## config.mk

```make
export PLATFORM = sky130hd
export DESIGN_NAME = issue_scoreboard_flat
export DESIGN_NICKNAME = d
export VERILOG_FILES = /design/src/rtl/issue_scoreboard_if.sv /design/src/rtl/issue_scoreboard.sv /design/src/flat_wrapper.sv
export SDC_FILE = /design/constraint.sdc
export NUM_CORES = 1
export LEC_CHECK = 0
export BUFFER_PORTS_ARGS = -buffer_cell sky130_fd_sc_hd__buf_2
export CORE_UTILIZATION = 60
export CTS_CLUSTER_DIAMETER = 50
export DETAILED_ROUTE_END_ITERATION = 8
export PLACE_DENSITY = 0.86
export RECOVER_POWER = 100
export REMOVE_ABC_BUFFERS = 1
export SLEW_MARGIN = 0
export SYNTH_ARGS = -nofsm -noshare
export SYNTH_HDL_FRONTEND = slang
export SYNTH_SLANG_ARGS = --single-unit
```

## constraint.sdc

```tcl
create_clock -name clk -period 6 [get_ports clk]
set_input_delay 0.6 -clock clk [delete_from_list [all_inputs] [get_ports clk]]
set_output_delay 0.6 -clock clk [all_outputs]
set_load 0.1 [all_outputs]
```

## src/rtl/issue_scoreboard_if.sv

```systemverilog
// Decode-to-issue handshake bundle for the dual-issue scoreboard.
// The master side (decode) presents the instruction pair and the flush/stall
// controls. The slave side (scoreboard) returns the issue decisions and the
// per-register busy vector.
interface issue_scoreboard_if #(
  parameter int NREG  = 32,
  parameter int AW    = 5,
  parameter int LAT_W = 3
);
  logic             flush_i;
  logic             stall_i;

  logic             inst1_valid_i;
  logic             inst1_re1_i;
  logic [AW-1:0]    inst1_raddr1_i;
  logic             inst1_re2_i;
  logic [AW-1:0]    inst1_raddr2_i;
  logic             inst1_we_i;
  logic [AW-1:0]    inst1_waddr_i;
  logic [LAT_W-1:0] inst1_lat_i;
  logic             inst1_mem_i;
  logic             inst1_solo_i;

  logic             inst2_valid_i;
  logic             inst2_re1_i;
  logic [AW-1:0]    inst2_raddr1_i;
  logic             inst2_re2_i;
  logic [AW-1:0]    inst2_raddr2_i;
  logic             inst2_we_i;
  logic [AW-1:0]    inst2_waddr_i;
  logic [LAT_W-1:0] inst2_lat_i;
  logic             inst2_mem_i;
  logic             inst2_solo_i;

  logic             issue1_o;
  logic             issue2_o;
  logic [NREG-1:0]  busy_o;

  modport master (
    output flush_i, stall_i,
    output inst1_valid_i, inst1_re1_i, inst1_raddr1_i, inst1_re2_i, inst1_raddr2_i,
    output inst1_we_i, inst1_waddr_i, inst1_lat_i, inst1_mem_i, inst1_solo_i,
    output inst2_valid_i, inst2_re1_i, inst2_raddr1_i, inst2_re2_i, inst2_raddr2_i,
    output inst2_we_i, inst2_waddr_i, inst2_lat_i, inst2_mem_i, inst2_solo_i,
    input  issue1_o, issue2_o, busy_o
  );

  modport slave (
    input  flush_i, stall_i,
    input  inst1_valid_i, inst1_re1_i, inst1_raddr1_i, inst1_re2_i, inst1_raddr2_i,
    input  inst1_we_i, inst1_waddr_i, inst1_lat_i, inst1_mem_i, inst1_solo_i,
    input  inst2_valid_i, inst2_re1_i, inst2_raddr1_i, inst2_re2_i, inst2_raddr2_i,
    input  inst2_we_i, inst2_waddr_i, inst2_lat_i, inst2_mem_i, inst2_solo_i,
    output issue1_o, issue2_o, busy_o
  );
endinterface

```

## src/rtl/issue_scoreboard.sv

```systemverilog
// Dual-issue scoreboard between decode and issue.
// Each architectural register has a countdown of cycles until its in-flight
// result becomes bypassable. From these counters, each cycle decides whether
// the decode pair issues dual, issues slot 1 only, or stalls.
// Register 0 is hard-wired and never busy.
module issue_scoreboard #(
  parameter int NREG  = 32,
  parameter int AW    = 5,
  parameter int LAT_W = 3
) (
  input  logic             clk,
  input  logic             rst,
  issue_scoreboard_if.slave sb
);

  logic [LAT_W-1:0] cnt [NREG];
  logic [NREG-1:0]  busy;
  logic             issue1;
  logic             issue2;
  logic             s1_ok;
  logic             s2_ok;
  logic             raw_pair;
  logic             pair_ok;

  // A source is ready if it is not read, is r0, or its counter has expired.
  function automatic logic src_ok(input logic re, input logic [AW-1:0] a,
                                  input logic [LAT_W-1:0] c);
    return !re || (a == '0) || (c == '0);
  endfunction

  // Issue decision: slot 1 first; slot 2 only alongside slot 1 (in order).
  always_comb begin
    s1_ok    = 1'b0;
    s2_ok    = 1'b0;
    raw_pair = 1'b0;
    pair_ok  = 1'b0;
    issue1   = 1'b0;
    issue2   = 1'b0;

    s1_ok = src_ok(sb.inst1_re1_i, sb.inst1_raddr1_i, cnt[sb.inst1_raddr1_i]) &&
            src_ok(sb.inst1_re2_i, sb.inst1_raddr2_i, cnt[sb.inst1_raddr2_i]);
    s2_ok = src_ok(sb.inst2_re1_i, sb.inst2_raddr1_i, cnt[sb.inst2_raddr1_i]) &&
            src_ok(sb.inst2_re2_i, sb.inst2_raddr2_i, cnt[sb.inst2_raddr2_i]);

    // Slot 2 consuming slot 1's result cannot issue in the same cycle.
    raw_pair = sb.inst1_we_i && (sb.inst1_waddr_i != '0) &&
               ((sb.inst2_re1_i && (sb.inst2_raddr1_i == sb.inst1_waddr_i)) ||
                (sb.inst2_re2_i && (sb.inst2_raddr2_i == sb.inst1_waddr_i)));

    // Only one memory port, and serialising instructions go alone.
    pair_ok = !sb.inst1_solo_i && !sb.inst2_solo_i &&
              !(sb.inst1_mem_i && sb.inst2_mem_i) && !raw_pair;

    issue1 = !rst && !sb.flush_i && !sb.stall_i && sb.inst1_valid_i && s1_ok;
    issue2 = issue1 && sb.inst2_valid_i && s2_ok && pair_ok;
  end

  // Busy vector is a direct view of the counters.
  always_comb begin
    busy = '0;
    for (int r = 0; r < NREG; r++) begin
      busy[r] = (cnt[r] != '0);
    end
  end

  assign sb.issue1_o = issue1;
  assign sb.issue2_o = issue2;
  assign sb.busy_o   = busy;

  // Counter update: slot 2 wins WAW (younger), r0 never loaded, countdown saturates at 0.
  always_ff @(posedge clk) begin
    for (int r = 0; r < NREG; r++) begin
      if (rst || sb.flush_i) begin
        cnt[r] <= '0;
      end else if ((r != 0) && issue2 && sb.inst2_we_i && (sb.inst2_waddr_i == AW'(r))) begin
        cnt[r] <= sb.inst2_lat_i - 1'b1;
      end else if ((r != 0) && issue1 && sb.inst1_we_i && (sb.inst1_waddr_i == AW'(r))) begin
        cnt[r] <= sb.inst1_lat_i - 1'b1;
      end else if (cnt[r] != '0) begin
        cnt[r] <= cnt[r] - 1'b1;
      end
    end
  end

endmodule
```

## src/flat_wrapper.sv

```systemverilog
// flat-port wrapper written by rule: the top's interface ports become plain ports
module issue_scoreboard_flat 
#(
  parameter int NREG  = 32,
  parameter int AW    = 5,
  parameter int LAT_W = 3
)
  (clk, rst, sb_flush_i, sb_stall_i, sb_inst1_valid_i, sb_inst1_re1_i, sb_inst1_raddr1_i, sb_inst1_re2_i, sb_inst1_raddr2_i, sb_inst1_we_i, sb_inst1_waddr_i, sb_inst1_lat_i, sb_inst1_mem_i, sb_inst1_solo_i, sb_inst2_valid_i, sb_inst2_re1_i, sb_inst2_raddr1_i, sb_inst2_re2_i, sb_inst2_raddr2_i, sb_inst2_we_i, sb_inst2_waddr_i, sb_inst2_lat_i, sb_inst2_mem_i, sb_inst2_solo_i, sb_issue1_o, sb_issue2_o, sb_busy_o);
  issue_scoreboard_if #(.NREG(NREG), .AW(AW), .LAT_W(LAT_W)) sb_i ();
  input  logic clk;
  input  logic rst;
  input wire logic [$bits(sb_i.flush_i)-1:0] sb_flush_i;
  input wire logic [$bits(sb_i.stall_i)-1:0] sb_stall_i;
  input wire logic [$bits(sb_i.inst1_valid_i)-1:0] sb_inst1_valid_i;
  input wire logic [$bits(sb_i.inst1_re1_i)-1:0] sb_inst1_re1_i;
  input wire logic [$bits(sb_i.inst1_raddr1_i)-1:0] sb_inst1_raddr1_i;
  input wire logic [$bits(sb_i.inst1_re2_i)-1:0] sb_inst1_re2_i;
  input wire logic [$bits(sb_i.inst1_raddr2_i)-1:0] sb_inst1_raddr2_i;
  input wire logic [$bits(sb_i.inst1_we_i)-1:0] sb_inst1_we_i;
  input wire logic [$bits(sb_i.inst1_waddr_i)-1:0] sb_inst1_waddr_i;
  input wire logic [$bits(sb_i.inst1_lat_i)-1:0] sb_inst1_lat_i;
  input wire logic [$bits(sb_i.inst1_mem_i)-1:0] sb_inst1_mem_i;
  input wire logic [$bits(sb_i.inst1_solo_i)-1:0] sb_inst1_solo_i;
  input wire logic [$bits(sb_i.inst2_valid_i)-1:0] sb_inst2_valid_i;
  input wire logic [$bits(sb_i.inst2_re1_i)-1:0] sb_inst2_re1_i;
  input wire logic [$bits(sb_i.inst2_raddr1_i)-1:0] sb_inst2_raddr1_i;
  input wire logic [$bits(sb_i.inst2_re2_i)-1:0] sb_inst2_re2_i;
  input wire logic [$bits(sb_i.inst2_raddr2_i)-1:0] sb_inst2_raddr2_i;
  input wire logic [$bits(sb_i.inst2_we_i)-1:0] sb_inst2_we_i;
  input wire logic [$bits(sb_i.inst2_waddr_i)-1:0] sb_inst2_waddr_i;
  input wire logic [$bits(sb_i.inst2_lat_i)-1:0] sb_inst2_lat_i;
  input wire logic [$bits(sb_i.inst2_mem_i)-1:0] sb_inst2_mem_i;
  input wire logic [$bits(sb_i.inst2_solo_i)-1:0] sb_inst2_solo_i;
  output wire logic [$bits(sb_i.issue1_o)-1:0] sb_issue1_o;
  output wire logic [$bits(sb_i.issue2_o)-1:0] sb_issue2_o;
  output wire logic [$bits(sb_i.busy_o)-1:0] sb_busy_o;
  assign sb_i.flush_i = sb_flush_i;
  assign sb_i.stall_i = sb_stall_i;
  assign sb_i.inst1_valid_i = sb_inst1_valid_i;
  assign sb_i.inst1_re1_i = sb_inst1_re1_i;
  assign sb_i.inst1_raddr1_i = sb_inst1_raddr1_i;
  assign sb_i.inst1_re2_i = sb_inst1_re2_i;
  assign sb_i.inst1_raddr2_i = sb_inst1_raddr2_i;
  assign sb_i.inst1_we_i = sb_inst1_we_i;
  assign sb_i.inst1_waddr_i = sb_inst1_waddr_i;
  assign sb_i.inst1_lat_i = sb_inst1_lat_i;
  assign sb_i.inst1_mem_i = sb_inst1_mem_i;
  assign sb_i.inst1_solo_i = sb_inst1_solo_i;
  assign sb_i.inst2_valid_i = sb_inst2_valid_i;
  assign sb_i.inst2_re1_i = sb_inst2_re1_i;
  assign sb_i.inst2_raddr1_i = sb_inst2_raddr1_i;
  assign sb_i.inst2_re2_i = sb_inst2_re2_i;
  assign sb_i.inst2_raddr2_i = sb_inst2_raddr2_i;
  assign sb_i.inst2_we_i = sb_inst2_we_i;
  assign sb_i.inst2_waddr_i = sb_inst2_waddr_i;
  assign sb_i.inst2_lat_i = sb_inst2_lat_i;
  assign sb_i.inst2_mem_i = sb_inst2_mem_i;
  assign sb_i.inst2_solo_i = sb_inst2_solo_i;
  assign sb_issue1_o = sb_i.issue1_o;
  assign sb_issue2_o = sb_i.issue2_o;
  assign sb_busy_o = sb_i.busy_o;
  issue_scoreboard #(.NREG(NREG), .AW(AW), .LAT_W(LAT_W)) u_core (.clk(clk), .rst(rst), .sb(sb_i));
endmodule
```

* Word level (Yosys, flattened, before mapping)
Memory sizes are Yosys's and may differ from the RTL's. Cells that the tools add are included.
Storage, ports and cells: register bits 0, bits in writable memories 96, bits of input ports 52, output and inout port bits 34, word-level logic and storage cells 807, memories kept 1
Operators by class: add/sub/neg operators 34, equal/unequal tests 64, mux-type cells 471, bitwise logic cells 94, reduce and logical (&&, ||, !) cells 143
Memory list:
- u_core.cnt | depth 32, width 3, read ports 36, clocked after Yosys merged registers in 0, wr ports 32, line issue_scoreboard.sv:16 | logic [LAT_W-1:0] cnt [NREG];
Operators by type and width (number):
- 2-to-1 mux 1 bit | 377
- 2-to-1 mux 3 bit | 94
- equality test 5 bit (second input constant) | 32
- subtractor 3 x 1 -> 3 bit (second input constant) | 34
- nonzero test 3 bit | 32
- bitwise OR 1 bit | 94
- logical AND 1 bit | 81
- equality test 5 x 4 -> 1 bit (second input constant) | 16
- equality test 5 x 3 -> 1 bit (second input constant) | 8
- equality test 5 x 2 -> 1 bit (second input constant) | 4
- zero test 5 bit | 4
- zero test 3 bit | 4
- zero test 1 bit | 11
- equality test 5 x 1 -> 1 bit (second input constant) | 2
- equality test 5 bit | 2
- logical OR 1 bit | 10
- nonzero test 5 bit | 1

* Depth between registers and ports, before layout
depth after elaboration 16, mapped depth 12

* Least setup slack after synthesis
No wires, ideal clock.
path kind input-to-output, start point in sb_inst1_raddr2_i[0], end point out sb_issue2_o, data arrival time 5.360 ns, data required time 5.400 ns, path slack 0.040 ns, cell stages on the path 7, cells stage by stage buf_2 -> mux4_2 -> mux2_2 -> or4b_1 -> o311ai_2 -> clkbuf_1 -> nor4bb_1
Between the ends: longest elaborated chain between the ends 8, elaborated cells between the ends (all ways) 10, those cells by class 9 x reduce/logical; 1 x memory
RTL lines:
- start: declaration | line flat_wrapper.sv:18 | input wire logic [$bits(sb_i.inst1_raddr2_i)-1:0] sb_inst1_raddr2_i;
- memory read (32 x 3 bit) / zero test 5 bit (equally long branches)
- zero test 3 bit / logical OR 1 bit (equally long branches) | line issue_scoreboard.sv:28 | return !re || (a == '0) || (c == '0);
- logical OR 1 bit * | line issue_scoreboard.sv:28
- logical AND 1 bit * | line issue_scoreboard.sv:40 | s1_ok = src_ok(sb.inst1_re1_i, sb.inst1_raddr1_i, cnt[sb.inst1_raddr1_i]) &&
- logical AND 1 bit * | line issue_scoreboard.sv:54 | issue1 = !rst && !sb.flush_i && !sb.stall_i && sb.inst1_valid_i && s1_ok;
- logical AND 1 bit * (3 in a row) | line issue_scoreboard.sv:55 | issue2 = issue1 && sb.inst2_valid_i && s2_ok && pair_ok;
- end: declaration | line flat_wrapper.sv:35 | output wire logic [$bits(sb_i.issue2_o)-1:0] sb_issue2_o;
Mark *: on every way between the ends. The rest lies on a longest branch, timed or not.

==> summary.md <==
| Metric | Value |
|---|---|
| Result of the run | finished with violations |
| Violations in the final reports | capacitance limit, slew limit |
| Yosys reg bits | 96 |
| Start point of the worst hold path | u_core.cnt[0][0] |
| Number of port buffers | 85 |
| Clock insertion delay at the later pin of the skew report | 0.37 ns |
| DRC errors left | 0 |
| Most flop-heavy register | u_core.cnt |
| Total number of vias | 9,682 |
| Post-layout min period | approximately 4.9 ns |
| Maximum number of buffers from clock root to sink | 2 |
| Avg Vias per Cell | 6.645 |
| Critical path arrival | about 5 ns |
| Total Nets Final | 1,350 |
| Wire length of the first global-routing pass | 47,740 µm |
| Area of the core region | 16,640 µm² |
| Area share of the leading cell type in the synthesized netlist | 28.17% |
| Beginning of the worst register-to-register path | u_core.cnt[26][0] |
| Antenna violations before repair | 0 |
| Fraction of layout instances using a drive strength above 1 | 8.084% |
| TritonCTS clock tree | yes |
| Cell area after synthesis | slightly above 10,000 µm² |
| Hold Slack | 0.6755 ns |
| Total Routed Length | 30,710 µm |
| CTS root buf | clkbuf_16 |
| Worst-margin pin slew | 2.642 ns |
| CTS H-tree lvls | 3 |
| # IOs | 86 |
| Largest stage delay, worst path | approximately 0.98 ns |
| Largest delay share family, worst path | simple AND/OR/NAND/NOR gates |
| Global Route Usage Sum | a little over a third |
| GRT Residual Overflow | 0 |
| Synth cell types | 56 |
| Design Area, Final | 10,890 µm² |
| Leading post-synthesis cells by cell area | edfxtp_1 (28%), mux2i_1 (20%), ha_1 (8.1%), nor2_1 (7.0%), nand3_1 (3.0%) |
| Clock buffer count from CTS | 9 |
| Number of antenna cells inserted | 0 |
| Data required time at the worst endpoint | approximately 6 ns |
| Detail Placement HPWL | 21,860 µm |
| First-iteration detailed-routing DRC count | 1,338 |
| Post_cts resized | 0 |
| Number of failing hold endpoints at the final stage | 0 |
| Die Ht | between 100 and 150 µm |
| Hold buffer count at CTS | 0 |
| Gate count after technology mapping | 1,196 |
| First drt pass iteration count | 6 |
| Setup Total Neg Slack | 0 ns |
| Non-filler cells, final | roughly 1.5k |
| RSZ-0062 raised after global routing | no |
| # setup viols final | 0 |
| Via count of the first global-routing pass | 9,164 |
| Last weighted congestion value of the routability-driven placer | 1.008 |
| Mapped Avg Cell Area | 8.558 µm² |
| Clock slew at the register clock pins of the worst setup and hold paths | approximately 0.07 ns |
| Power per cell area | 464.0 nW/µm² |
| Fraction of the core area covered by cells at the end of the flow | ~65% |
| Crit share post-route | ~81% |
| Number of max-cap violations | 2 |
| Path class of the lowest-slack min-delay path | reg -> reg |
| Max-slew violation total from the final report | 77 |
| Largest registers ranked by flip-flop count | u_core.cnt: 96 flops |
| Crit-path max FO | 30 |
| Std cell rows | 47 |
| Die area | 17,580 µm² |
| Die X | 132.6 µm |
| Total power | 5.054 mW |
| Post-route worst setup slack | around 1.1 ns |
| Starting density of the core | 61.50% |
| Clock sink total | between 90 and 100 |
| Cell-by-cell listing of the critical path | buf_2, nor4_1, a21oi_1, a2111oi_0, a211oi_2, clkbuf_1, nor4_1, and4_1, clkbuf_1, nand2_1, nand3_1 |
| Total number of yosys warnings | 0 |
| Element type at the critical path end | register |
| Commonest register cell after synthesis | edfxtp_1 |
| Worst setup path start | sb_inst1_raddr1_i[1] |
| Largest net degree at the start of global routing | 43 |
| Buffer and inverter count on the worst path | 3 |
| Post-synth ARST share | 0% |
| Flip-flop count of the largest register, all copies and words added | between 90 and 100 |
| Master of the slowest instance on the critical path | and4_1 |
| Worst Path Class, Setup | in -> reg |
| Cell type contributing the most total cell area after synthesis | edfxtp_1 |
| Post-placement worst setup slack | 1.502 ns |
| Area after detailed placement | around 11,000 µm² |
| Leakage dissipation | 5.363 nW |
| Number of nets still failing antenna checks after routing | 0 |
| Syn-to-layout area delta | 6.418% |
| Worst Skew | 0.007689 ns |
| Type of element launching the critical path | input port |
| Post-synth EDFFs | 96 |
| Highest ir drop seen on vdd | between 0.0003 and 0.0004 V |
| Cell count after placement | 1,441 |
| Average detailed-routed wire length per instance | 21.08 µm |
| Worst-case headroom to the max-slew limit | -76.10% |
| Highest clock rate | 0.2050 GHz |
| Portion of the post-synthesis area used by sequential elements | 28.17% |
| Post-CTS setup repair buffer count | 0 |
[per-layer routing]
layer	global-route usage [%]	routed length, µm	up-vias	share of wire [%]
met2	57.72	14230	701	46
met3	6.207	3680	113	12
li1	-	-	4353	-
met1	44.69	11670	4515	38
met4	16.67	1136	0	3.7
met5	0	0	-	0
[cells in the final DEF (no fill, tap or decap), drive strengths merged, types with 4 or more instances in the layout]
| cell type | netlist | layout |
|---|---|---|
| nand4 | 11 | 11 |
| nand3 | 61 | 61 |
| a2111oi | 11 | 11 |
| ha | 66 | 66 |
| a31oi | 7 | 7 |
| nor3 | 61 | 61 |
| nor2 | 191 | 191 |
| o21bai | 4 | 4 |
| nand3b | 6 | 6 |
| nor4b | 9 | 9 |
| and3 | 13 | 13 |
| o21ai | 16 | 16 |
| xor2 | 9 | 9 |
| o31ai | 5 | 5 |
| inv | 79 | 80 |
| a21oi | 11 | 11 |
| nand2b | 46 | 46 |
| a211oi | 9 | 9 |
| edfxtp | 96 | 96 |
| nor4 | 26 | 26 |
| buf | 20 | 57 |
| mux2i | 202 | 202 |
| o211ai | 4 | 4 |
| nor3b | 6 | 6 |
| clkbuf | 51 | 48 |
| mux4 | 10 | 10 |
| nand2 | 89 | 89 |
| nor2b | 10 | 10 |
| clkinv | 0 | 4 |
| and2 | 4 | 4 |
| xnor2 | 28 | 28 |
[cell type report]
cell class                 instances  area, µm²
multi-input combinational        950       6718
clock buffer                       9      225.2
sequential                        96       2883
timing repair buffer              96      446.7
inverter                          79      296.5
fill                            1422       5751
tap                              220      275.3
clock inverter                     7      47.55
[cells in the mapped netlist (all sizes together) (5+ instances only)]
cell type / count
mux2i: 202
nor2: 191
edfxtp: 96
nand2: 89
inv: 79
ha: 66
nand3: 61
nor3: 61
clkbuf: 51
nand2b: 46
xnor2: 28
nor4: 26
buf: 20
o21ai: 16
and3: 13
a2111oi: 11
a21oi: 11
nand4: 11
mux4: 10
nor2b: 10
a211oi: 9
nor4b: 9
xor2: 9
a31oi: 7
nand3b: 6
nor3b: 6
o31ai: 5
[worst register-to-register path: stages, from the launching register on]
cell	delay [ns]
edfxtp_1	0.44
nor3_1	0.54
a2111oi_0	0.25
a2111oi_2	0.42
a211oi_2	0.12
clkbuf_1	0.50
nor4_1	0.41
and4_1	0.98
clkbuf_1	0.37
nand2_1	0.23
nand3_1	0.21
[report_power, final]
group / total, mW / switching [mW] / internal [mW]
clock network: 0.552 / 0.271 / 0.281
logic: 3.15 / 2.33 / 0.816
registers: 1.36 / 0.294 / 1.06
total: 5.05 / 2.90 / 2.16
[logic make-up (layout without fill, tap and decap cells)]
kind of cell / count (synthesis) / in the layout / share of synthesized area (%)
and+or+nand+nor: 542 / 542 / 26.00
DFF: 96 / 96 / 28.17
AOI/OAI and AO/OA: 90 / 90 / 6.479
adders and majority gates: 66 / 66 / 8.068
buffers and inverters: 150 / 191 / 5.831
muxes: 215 / 215 / 22.29
xor gates and xnor gates: 37 / 37 / 3.166
[worst paths after layout]
kind	end	depth (start not counted)	slack, ns
max	u_core.cnt[12][2]	11	1.12
min	u_core.cnt[0][0]	1	0.68
max reg2reg	u_core.cnt[12][2]	10	1.24
min reg2reg	u_core.cnt[0][0]	1	0.68
(Power assumes the default switching activity.)
